===== config.mk =====
export PLATFORM = sky130hd
export DESIGN_NAME = instr_stream_seq
export DESIGN_NICKNAME = d
export VERILOG_FILES = /design/src/rtl/instr_stream_seq.sv
export SDC_FILE = /design/constraint.sdc
export NUM_CORES = 1
export LEC_CHECK = 0
export BUFFER_PORTS_ARGS = -buffer_cell sky130_fd_sc_hd__buf_2
export CAP_MARGIN = 20
export CORE_AREA = 2 2 276 142
export DETAILED_ROUTE_END_ITERATION = 8
export DIE_AREA = 0 0 278 144
export PLACE_DENSITY = 0.83
export SYNTH_ARGS = -nofsm -noshare
export SYNTH_HDL_FRONTEND = slang
export SYNTH_SLANG_ARGS = --single-unit
export TNS_END_PERCENT = 100

===== constraint.sdc =====
create_clock -name clk -period 11 [get_ports clk]
set_input_delay 2.2 -clock clk [delete_from_list [all_inputs] [get_ports clk]]
set_output_delay 2.2 -clock clk [all_outputs]
set_load 0.005 [all_outputs]

===== src/rtl/instr_stream_seq.sv =====
// instr_stream_seq: loadable program memory issuing one word per cycle with stall, redirect and loop modes
module instr_stream_seq #(
   parameter int                DATA_W   = 32,
   parameter int                DEPTH    = 16,
   parameter int                ADDR_W   = 4,
   parameter logic [DATA_W-1:0] NOP_WORD = '0,
   parameter bit                LOOP_EN  = 1'b0
) (
   input  logic              clk,
   input  logic              reset,
   input  logic              load_en,
   input  logic [ADDR_W-1:0] load_addr,
   input  logic [DATA_W-1:0] load_data,
   input  logic [ADDR_W:0]   prog_len,
   input  logic              start,
   input  logic              stall,
   input  logic              redirect_en,
   input  logic [ADDR_W-1:0] redirect_addr,
   output logic [DATA_W-1:0] Instruction,
   output logic              instr_valid,
   output logic [ADDR_W-1:0] pc,
   output logic [15:0]       issued_cnt,
   output logic              busy,
   output logic              done
);
   typedef enum logic [1:0] {IDLE, RUN, DONE} state_t;
   state_t state;
   logic [DATA_W-1:0] mem [DEPTH];
   logic [ADDR_W:0] len, plen;
   logic fin, last, over;
   assign plen = (prog_len > (ADDR_W+1)'(DEPTH)) ? (ADDR_W+1)'(DEPTH) : prog_len;
   assign last = {1'b0, pc} == len - (ADDR_W+1)'(1);
   assign over = {1'b0, redirect_addr} >= len;
   assign busy = state == RUN;
   assign done = state == DONE;
   always_ff @(posedge clk)
      if (!reset && load_en && state != RUN) mem[load_addr] <= load_data;
   // fin marks the cycle where the final word is still on Instruction before DONE
   always_ff @(posedge clk)
      if (reset) begin
         state       <= IDLE;
         Instruction <= NOP_WORD;
         instr_valid <= 1'b0;
         pc          <= '0;
         issued_cnt  <= '0;
         len         <= '0;
         fin         <= 1'b0;
      end else if (state != RUN) begin
         if (start) begin
            len         <= plen;
            pc          <= '0;
            issued_cnt  <= '0;
            Instruction <= NOP_WORD;
            instr_valid <= 1'b0;
            fin         <= 1'b0;
            state       <= (plen == '0) ? DONE : RUN;
         end
      end else if (redirect_en) begin
         Instruction <= NOP_WORD;
         instr_valid <= 1'b0;
         fin         <= 1'b0;
         pc          <= (over && LOOP_EN) ? '0 : redirect_addr;
         if (over && !LOOP_EN) state <= DONE;
      end else if (!stall) begin
         if (fin) begin
            state       <= DONE;
            Instruction <= NOP_WORD;
            instr_valid <= 1'b0;
            fin         <= 1'b0;
         end else begin
            Instruction <= mem[pc];
            instr_valid <= 1'b1;
            issued_cnt  <= issued_cnt + 16'(issued_cnt != 16'hFFFF);
            pc          <= (last && LOOP_EN) ? '0 : pc + ADDR_W'(1);
            fin         <= last && !LOOP_EN;
         end
      end
endmodule


==> impl_summary.log, run 1 <==
[metrics] cell types with the largest area share after synthesis: sky130_fd_sc_hd__edfxtp_1, sky130_fd_sc_hd__mux4_2, sky130_fd_sc_hd__dfxtp_1
[metrics] Antenna Diode Count: 0
[metrics] most used standard cell by instance count after synthesis: sky130_fd_sc_hd__edfxtp_1
[metrics] initial antenna violation count: 0
[metrics] Clock Tree Buf Depth: 3
[metrics] fin crit period: 4.13 ns
[metrics] Peak Freq: between 200 and 250 MHz
[metrics] Worst Hold Margin: around 0.47 ns
[metrics] TritonCTS clock tree: done
[metrics] Ports: 106
[metrics] vias after detailed routing: around 12000
[metrics] number of core rows: 51
[metrics] number of synthesized flops with an enable pin: slightly above 500
[metrics] status: completed
[metrics] worst-case setup slack after placement: 6.41 ns
[metrics] post-synth cell types: 52
[metrics] leading cell types by count after synthesis: sky130_fd_sc_hd__edfxtp_1, sky130_fd_sc_hd__mux4_2, sky130_fd_sc_hd__dfxtp_1
[metrics] Max Fanout on Critical Path: 12
[metrics] synthesized cell area: roughly 22000 sq um
[metrics] classification of the worst-slack hold path: flop to flop
[metrics] wire length of the first global-routing pass: 70.0 mm
[metrics] final setup skew: about 0.013 ns
[metrics] total CTS buffers: between 40 and 50
[metrics] Tot GR Track Use: 0.238
[metrics] DP HPWL: around 27 mm
[metrics] worst IR drop on VDD: around 0.00016 V
[metrics] count of final max-slew check failures: 0
[metrics] slew at the pin with the worst max-slew slack: just over 1 ns
[metrics] Leak: 7.99 nW
[metrics] Detail Route Antenna Nets: 0
[metrics] WL/cell: around 27 microns
[metrics] area share of the leading cell type in the synthesized netlist: 0.692
[metrics] Vias per Instance: roughly 6.5
[metrics] clk sink count: between 500 and 600
[metrics] net count after synthesis: ~1200
[metrics] critical path capture point type: primary output
[metrics] drt initial violations: 1511
[metrics] net switching fraction of the power: 0.205
[metrics] net switching power figure: ~900 uW
[metrics] CTS Hold Bufs: 0
[metrics] Post-synth ARST share: 0
[metrics] number of H-tree levels: 2
[metrics] die outline area: about 40000 sq um
[metrics] fraction of final layout cells with drive strength greater than 1: 0.307
[metrics] Worst Reg-to-Reg Cells: 4
[metrics] count of final hold-check violations: 0
[metrics] count of buffers inserted at the top-level ports: 105
[metrics] count of cells along the worst hold path: 2
[metrics] largest net degree at the start of global routing: 68
[metrics] synthesized instance count: approximately 1100
[metrics] total number of yosys warnings: 0
[metrics] via count of the first global-routing pass: between 10000 and 15000
[metrics] clock latency on the worst-skew pair: just under 0.6 ns
[metrics] clock-pin transition on the worst setup and hold timing paths: approximately 0.070 ns
[metrics] Seq cells post-synth: just under 600
[metrics] sequential cell area fraction in the yosys report: 0.750
[metrics] DIE HEIGHT: around 140 microns
[metrics] initial core utilization: 0.586
[metrics] Final Net Count: 1297
[metrics] sum of internal, switching and leakage power: approximately 4.3 mW
[metrics] CP startpoint kind: flop
[metrics] Mean Syn Cell Area: about 20 sq um
[metrics] synthesis-to-finish area growth: 13.5%
[metrics] Crit Path Class: flop to primary output
[metrics] aggregate negative setup slack: 0 ns
[metrics] period utilization: 0.375
[metrics] max_slew headroom: 0.317
[metrics] dominant cell type by area after synthesis: sky130_fd_sc_hd__edfxtp_1
[metrics] count of final setup violators: 0
[metrics] remaining global-route overflow: 0
[metrics] post-CTS sizing: 0
[metrics] post-layout worst setup margin: approximately 6.9 ns
[metrics] number of post-CTS setup repair buffers: 0
[metrics] Pint: ~3.4 mW
[metrics] root buffer cell: sky130_fd_sc_hd__clkbuf_16
[metrics] Req. time, crit path: slightly below 9 ns
[metrics] Max Cap Viol: 0
[metrics] number of detailed-route iterations in the first pass: 7
[metrics] area of the core region: around 38000 sq um
[metrics] DRC viols: 0
[metrics] total routed wirelength: about 48 mm
[metrics] power share of the combinational group: 0.042
[metrics] x dimension of the die: 278 microns
[metrics] power density over the cells: 171 nW/um^2
[metrics] unrepaired setup endpoints after global routing: no
[metrics] Worst EP arrival: around 1.9 ns
[metrics] most used flip-flop cell after synthesis: sky130_fd_sc_hd__edfxtp_1
[metrics] final RePlAce weighted congestion: 0.826
[metrics] share of power burned in the clock network: 0.398
[metrics] portion of total power attributed to sequential cells: 0.560
-- final cells by class --
cell class / count / area (sq um)
multi-input combinational: 469 / 5340
fill: 2332 / 12700
clock buffer: 65 / 1360
sequential: 577 / 16700
timing repair buffer: 133 / 966
inverter: 10 / 37.5
tap: 503 / 629
clock inverter: 22 / 214
-- routing by layer --
| metal | track usage | vias up | wire, microns |
|---|---|---|---|
| met5 | 0 | - | 0 |
| met4 | 0.0785 | 0 | 1190 |
| met3 | 0.0418 | 91 | 4080 |
| met2 | 0.366 | 597 | 22400 |
| met1 | 0.355 | 5964 | 20400 |
| li1 | - | 4858 | - |
-- through the flow --
stage | util | instance area (sq um) | std cells
floorplan | - | 22200 | 1116
global placement | 0.615 | 23300 | 1679
detailed placement | 0.616 | 23400 | 1681
CTS | 0.657 | 25000 | 1768
global route | 0.664 | 25200 | 1779
finish | 0.664 | 25200 | 1779
-- sequential cells by signal, indices dropped and copies added (netlist names), named ones only --
name	count
Instruction	32
len	5
state	2
instr_valid	1
pc	4
issued_cnt	16
fin	1
mem	512
-- path summary, 6_finish.rpt --
| kind | startpoint | to | slack, ns |
|---|---|---|---|
| worst max-delay path | state[1] | busy | 6.87 |
| worst min register to register | instr_valid | instr_valid | 0.47 |
| worst min-delay path | instr_valid | instr_valid | 0.47 |
| worst max register to register | flop | Instruction[15] | 7.98 |
-- cells by family (layout without fill, tap and decap cells) --
logic type,count (synthesis),in the layout,share of synthesized area
adder cells (fa/ha/maj),8,8,0.00450
AND/OR/NAND/NOR,171,171,0.0419
multiplexers,164,164,0.148
flip-flops,577,577,0.750
XOR/XNOR,5,5,0.00197
buffers and inverters,70,230,0.0156
AO/OA/AOI/OAI,121,121,0.0383
-- power groups by stage --
stage          combinational [mW]  sequential, mW  clock [mW]
2_1_floorplan               0.110            2.46           0
3_3_place_gp                0.167            2.46           0
3_5_place_dp                0.174            2.46           0
4_1_cts                     0.176            2.42        1.74
5_1_grt                     0.196            2.42        1.82
6_report                    0.182            2.42        1.71
-- cells in the final DEF (no fill, tap or decap), types with 3 or more instances in the layout --
cell type / netlist / routed
sky130_fd_sc_hd__nand3_1: 10 / 9
sky130_fd_sc_hd__buf_16: 0 / 9
sky130_fd_sc_hd__nand2_1: 50 / 50
sky130_fd_sc_hd__nand4_1: 7 / 7
sky130_fd_sc_hd__nor2_1: 22 / 9
sky130_fd_sc_hd__dfxtp_4: 0 / 3
sky130_fd_sc_hd__clkbuf_1: 25 / 9
sky130_fd_sc_hd__bufinv_16: 0 / 4
sky130_fd_sc_hd__ha_1: 8 / 8
sky130_fd_sc_hd__mux2_2: 32 / 32
sky130_fd_sc_hd__o31ai_1: 12 / 12
sky130_fd_sc_hd__nor2b_1: 4 / 4
sky130_fd_sc_hd__buf_12: 0 / 4
sky130_fd_sc_hd__clkbuf_16: 0 / 49
sky130_fd_sc_hd__xnor2_1: 3 / 3
sky130_fd_sc_hd__or4_1: 14 / 14
sky130_fd_sc_hd__buf_2: 16 / 105
sky130_fd_sc_hd__inv_1: 9 / 9
sky130_fd_sc_hd__dfxtp_1: 65 / 62
sky130_fd_sc_hd__a21oi_1: 56 / 56
sky130_fd_sc_hd__o21ai_0: 3 / 3
sky130_fd_sc_hd__clkbuf_8: 0 / 7
sky130_fd_sc_hd__edfxtp_1: 512 / 512
sky130_fd_sc_hd__mux4_2: 128 / 128
sky130_fd_sc_hd__mux2i_1: 4 / 4
sky130_fd_sc_hd__o211ai_1: 3 / 3
sky130_fd_sc_hd__clkinv_1: 0 / 5
sky130_fd_sc_hd__buf_4: 3 / 15
sky130_fd_sc_hd__nor3_2: 0 / 4
sky130_fd_sc_hd__nand4b_1: 4 / 4
sky130_fd_sc_hd__nor2_4: 0 / 13
sky130_fd_sc_hd__a221o_1: 32 / 32
sky130_fd_sc_hd__clkinv_2: 0 / 10
sky130_fd_sc_hd__nand2b_1: 40 / 40
-- worst max-delay path, cell delays in order, from the launching register on --
cell and delay (ns):
sky130_fd_sc_hd__dfxtp_1 0.44, sky130_fd_sc_hd__nand2b_1 0.51, sky130_fd_sc_hd__inv_2 0.22, sky130_fd_sc_hd__buf_2 0.18
No activity file was read; power rests on OpenSTA's default activity.
==> run 2, diff against run 1 <==
Settings changed: ABC_AREA from default to 1, CORE_AREA 2 2 276 142 to 2 2 303 155, DIE_AREA 0 0 278 144 to 0 0 305 157, PLACE_DENSITY 0.83 to 0.82.
Clock period 11 ns to 3.6 ns, I/O delays scaled along.
==> run 2 against run 1 <==
Compared with the run above:
- first-iteration DRC count rose by 25%
- sequential power rose to 3.1 times the previous value
- critical endpoint is now Instruction[6]
- register-to-register slack lost 7.0 ns
- cell count is 80% higher
==> impl_summary.log, run 2 <==
[metrics] number of filler instances in the final layout: 3214 (was 2332)
[metrics] Seq cells post-synth: 577 (unchanged)
[metrics] wire length of the first global-routing pass: 90.6 mm (was 70.0 mm)
[metrics] x dimension of the die: 305 microns (was 278 microns)
[metrics] remaining global-route overflow: 0 (unchanged)
[metrics] post-synth cell types: 42 (was 52)
[metrics] commonest non-fill, non-tap cells in the layout: sky130_fd_sc_hd__nand2_1, sky130_fd_sc_hd__edfxtp_1, sky130_fd_sc_hd__inv_1, sky130_fd_sc_hd__nand3_1, sky130_fd_sc_hd__buf_2 (was sky130_fd_sc_hd__edfxtp_1, sky130_fd_sc_hd__mux4_2, sky130_fd_sc_hd__buf_2, sky130_fd_sc_hd__dfxtp_1, sky130_fd_sc_hd__a21oi_1)
[metrics] reg-to-reg setup timing slack: 1.01 ns (was 7.98 ns)
[metrics] CTS Hold Bufs: 0 (unchanged)
[metrics] CP startpoint kind: flop (unchanged)
[metrics] largest net degree at the start of global routing: 144 (was 68)
[metrics] classification of the worst-slack hold path: input pin to flop (was flop to flop)
[metrics] Final Net Count: 2615 (was 1297)
[metrics] end of the worst register-to-register path: Instruction[6] (was Instruction[15])
[metrics] count of final setup violators: 0 (unchanged)
[metrics] count of buffers inserted at the top-level ports: 105 (unchanged)
[metrics] Worst EP arrival: 3.09 ns (was 1.93 ns)
[metrics] synthesized cell area: 25100 sq um (was 22200 sq um)
[metrics] count of final max-slew check failures: 0 (unchanged)
[metrics] Tot GR Track Use: 0.243 (was 0.238)
[metrics] Max Cap Viol: 0 (unchanged)
[metrics] worst IR drop on VDD: 0.000346 V (was 0.000158 V)
[metrics] sequential cell area fraction in the yosys report: 0.665 (was 0.750)
[metrics] final RePlAce weighted congestion: 0.866 (was 0.826)
[metrics] DIE HEIGHT: 157 microns (was 144 microns)
[metrics] final setup skew: 0.0198 ns (was 0.0126 ns)
[metrics] drt initial violations: 1891 (was 1511)
[metrics] power density over the cells: 564 nW/um^2 (was 171 nW/um^2)
[metrics] initial antenna violation count: 1 (was 0)
[metrics] most used standard cell by instance count after synthesis: sky130_fd_sc_hd__nand2_1 (was sky130_fd_sc_hd__edfxtp_1)
[metrics] total CTS buffers: 49 (was 47)
[metrics] Ports: 106 (unchanged)
[metrics] most common cell after layout, fill and taps aside: sky130_fd_sc_hd__nand2_1 (was sky130_fd_sc_hd__edfxtp_1)
[metrics] count of cells along the worst hold path: 3 (was 2)
[metrics] area of the core region: 44900 sq um (was 38000 sq um)
[metrics] largest registers ranked by flip-flop count: mem: 512 flops, Instruction: 32 flops, issued_cnt: 16 flops (unchanged)
[metrics] clk sink count: 577 (unchanged)
[metrics] post-CTS sizing: 0 (unchanged)
[metrics] number of core rows: 55 (was 51)
[metrics] most used flip-flop cell after synthesis: sky130_fd_sc_hd__edfxtp_1 (unchanged)
[metrics] number of post-CTS setup repair buffers: 0 (unchanged)
[metrics] vias after detailed routing: 17400 (was 11500)
[metrics] aggregate negative setup slack: 0 ns (unchanged)
[metrics] number of placed instances, taps included: 3103 (was 1681)
[metrics] Req. time, crit path: 4.11 ns (was 8.80 ns)
[metrics] unrepaired setup endpoints after global routing: no (unchanged)
[metrics] Vias per Instance: 5.46 (was 6.47)
[metrics] Clock Tree Buf Depth: 3 (unchanged)
[metrics] initial core utilization: 0.558 (was 0.586)
[metrics] leading cell types by count after synthesis: sky130_fd_sc_hd__nand2_1, sky130_fd_sc_hd__edfxtp_1, sky130_fd_sc_hd__inv_1 (was sky130_fd_sc_hd__edfxtp_1, sky130_fd_sc_hd__mux4_2, sky130_fd_sc_hd__dfxtp_1)
[metrics] Leak: 11.7 nW (was 7.99 nW)
[metrics] area share of the leading cell type in the synthesized netlist: 0.613 (was 0.692)
[metrics] root buffer cell: sky130_fd_sc_hd__clkbuf_16 (unchanged)
[metrics] fin crit period: 2.59 ns
[metrics] max_slew headroom: 0.354 (was 0.317)
[metrics] critical path capture point type: flop (was primary output)
[metrics] net count after synthesis: 2543 (was 1175)
[metrics] slew at the pin with the worst max-slew slack: 0.969 ns (was 1.02 ns)
[metrics] clock-pin transition on the worst setup and hold timing paths: 0.06 ns (was 0.07 ns)
[metrics] sum of internal, switching and leakage power: 15.6 mW (was 4.31 mW)
[metrics] Final Non-Filler Cells: 3196 (was 1779)
[metrics] total number of yosys warnings: 0 (unchanged)
[metrics] via count of the first global-routing pass: 17100 (was 11200)
[metrics] cell types with the largest area share after synthesis: sky130_fd_sc_hd__edfxtp_1, sky130_fd_sc_hd__nand2_1, sky130_fd_sc_hd__nand3_1 (was sky130_fd_sc_hd__edfxtp_1, sky130_fd_sc_hd__mux4_2, sky130_fd_sc_hd__dfxtp_1)
[metrics] final cell utilization of the core: 0.617 (was 0.664)
[metrics] synthesized instance count: 2484 (was 1116)
[metrics] die outline area: 47900 sq um (was 40000 sq um)
[metrics] number of synthesized flops with an enable pin: 512 (unchanged)
[metrics] dominant cell type by area after synthesis: sky130_fd_sc_hd__edfxtp_1 (unchanged)
[metrics] Post-synth ARST share: 0 (unchanged)
[metrics] Crit Path Class: flop to flop (was flop to primary output)
[metrics] DP HPWL: 34.0 mm (was 26.8 mm)
[metrics] fraction of final layout cells with drive strength greater than 1: 0.105 (was 0.307)
[metrics] hold path startpoint: prog_len[1] (was instr_valid)
[metrics] Max Fanout on Critical Path: 64 (was 12)
[metrics] status: completed (unchanged)
[metrics] synthesis-to-finish area growth: 10.5% (was 13.5%)
[metrics] TritonCTS clock tree: done (unchanged)
[metrics] register with the most flip-flops: mem (unchanged)
[metrics] destination of the worst hold path: len[1] (was instr_valid)
[metrics] period utilization: 0.718
[metrics] WL/cell: 18.4 microns (was 27.0 microns)
[metrics] clock latency on the worst-skew pair: 0.60 ns (was 0.58 ns)
[metrics] Detail Route Antenna Nets: 0 (unchanged)
[metrics] count of final hold-check violations: 0 (unchanged)
[metrics] flip-flop count of the largest register, all copies and words added: 512 (unchanged)
[metrics] number of H-tree levels: 2 (unchanged)
[metrics] Peak Freq: 387 MHz
[metrics] Mean Syn Cell Area: 10.1 sq um (was 19.9 sq um)
[metrics] total routed wirelength: 58.7 mm (was 48.0 mm)
[metrics] number of detailed-route iterations in the first pass: 5 (was 7)
[metrics] DRC viols: 0 (unchanged)
[metrics] Worst Reg-to-Reg Cells: 8 (was 4)
-- run 2: cell count changes after synthesis, sizes merged, moves of 14 or more --
cell    previous run  this run
or4               14         0
mux4             128         0
inv               10       433
nand2b            40         0
nand2             50       803
buf               35       103
nand3             10       402
mux2              32         0
a221o             32         0
nor2              22        47
-- run 2: kinds of logic after synthesis --
kind of cell,share of synthesized area
adders and majority gates,0.00399
AOI/OAI and AO/OA,0.0190
DFF,0.665
buffers and inverters,0.0964
and+or+nand+nor,0.214
xor gates and xnor gates,0.00210
-- run 2: worst max-delay path, cell delays in order (launching register included) --
cell,delay (ns)
sky130_fd_sc_hd__dfxtp_4,0.54
sky130_fd_sc_hd__inv_4,0.69
sky130_fd_sc_hd__buf_4,0.50
sky130_fd_sc_hd__nand3_1,0.13
sky130_fd_sc_hd__nand3_1,0.10
sky130_fd_sc_hd__nand3_1,0.15
sky130_fd_sc_hd__nand2_1,0.17
sky130_fd_sc_hd__nand2_1,0.06
sky130_fd_sc_hd__a21oi_1,0.13
-- run 2: area by class of cell --
cell class | instances | area [sq um] | area share
clock buffers | 66 | 1360 | 0.0491
multi-input cells | 1356 | 6110 | 0.220
flip-flops and latches | 577 | 16700 | 0.602
well taps | 598 | 748 | 0.0270
inverters | 434 | 1640 | 0.0592
diodes | 1 | 2.50 | 0.0000903
repair buffers | 138 | 911 | 0.0329
clock inverters | 26 | 249 | 0.00899
-- run 2: where the power goes --
| part | internal [mW] | total, mW | switching, mW |
|---|---|---|---|
| Combinational | 0.782 | 2.76 | 1.98 |
| Sequential | 7.39 | 7.54 | 0.151 |
| Clock | 2.96 | 5.34 | 2.38 |
-- run 2: how the worst max path moves through the flow --
stage,to,slack [ns],start,cells after the start
final,Instruction[6],1.01,flop,8
after global placement,mem[13][0],0.79,reset,7
after CTS,Instruction[4],1.03,flop,7
after global routing,Instruction[4],0.87,flop,7
after detailed placement,mem[12][28],0.70,reset,7
after floorplan,mem[10][0],0.37,reset,6
-- run 2: layer usage --
metal	track usage	part of all wire	routed length [microns]	vias to the layer above
met5	0	0	0	-
met4	0.0971	0.033	1940	0
met3	0.0416	0.092	5390	133
met2	0.431	0.50	29100	917
met1	0.300	0.38	22300	8223
li1	-	-	-	8166
-- run 2: metrics by stage --
step / worst slack [ns] / hold WS, ns / area, sq um
after floorplan: 0.371 / 0.451 / 25100
after global placement: 0.791 / 0.448 / 26100
after detailed placement: 0.698 / 0.450 / 26100
after CTS: 1.03 / 0.370 / 27700
after global routing: 0.875 / 0.428 / 27700
final: 1.01 / 0.397 / 27700
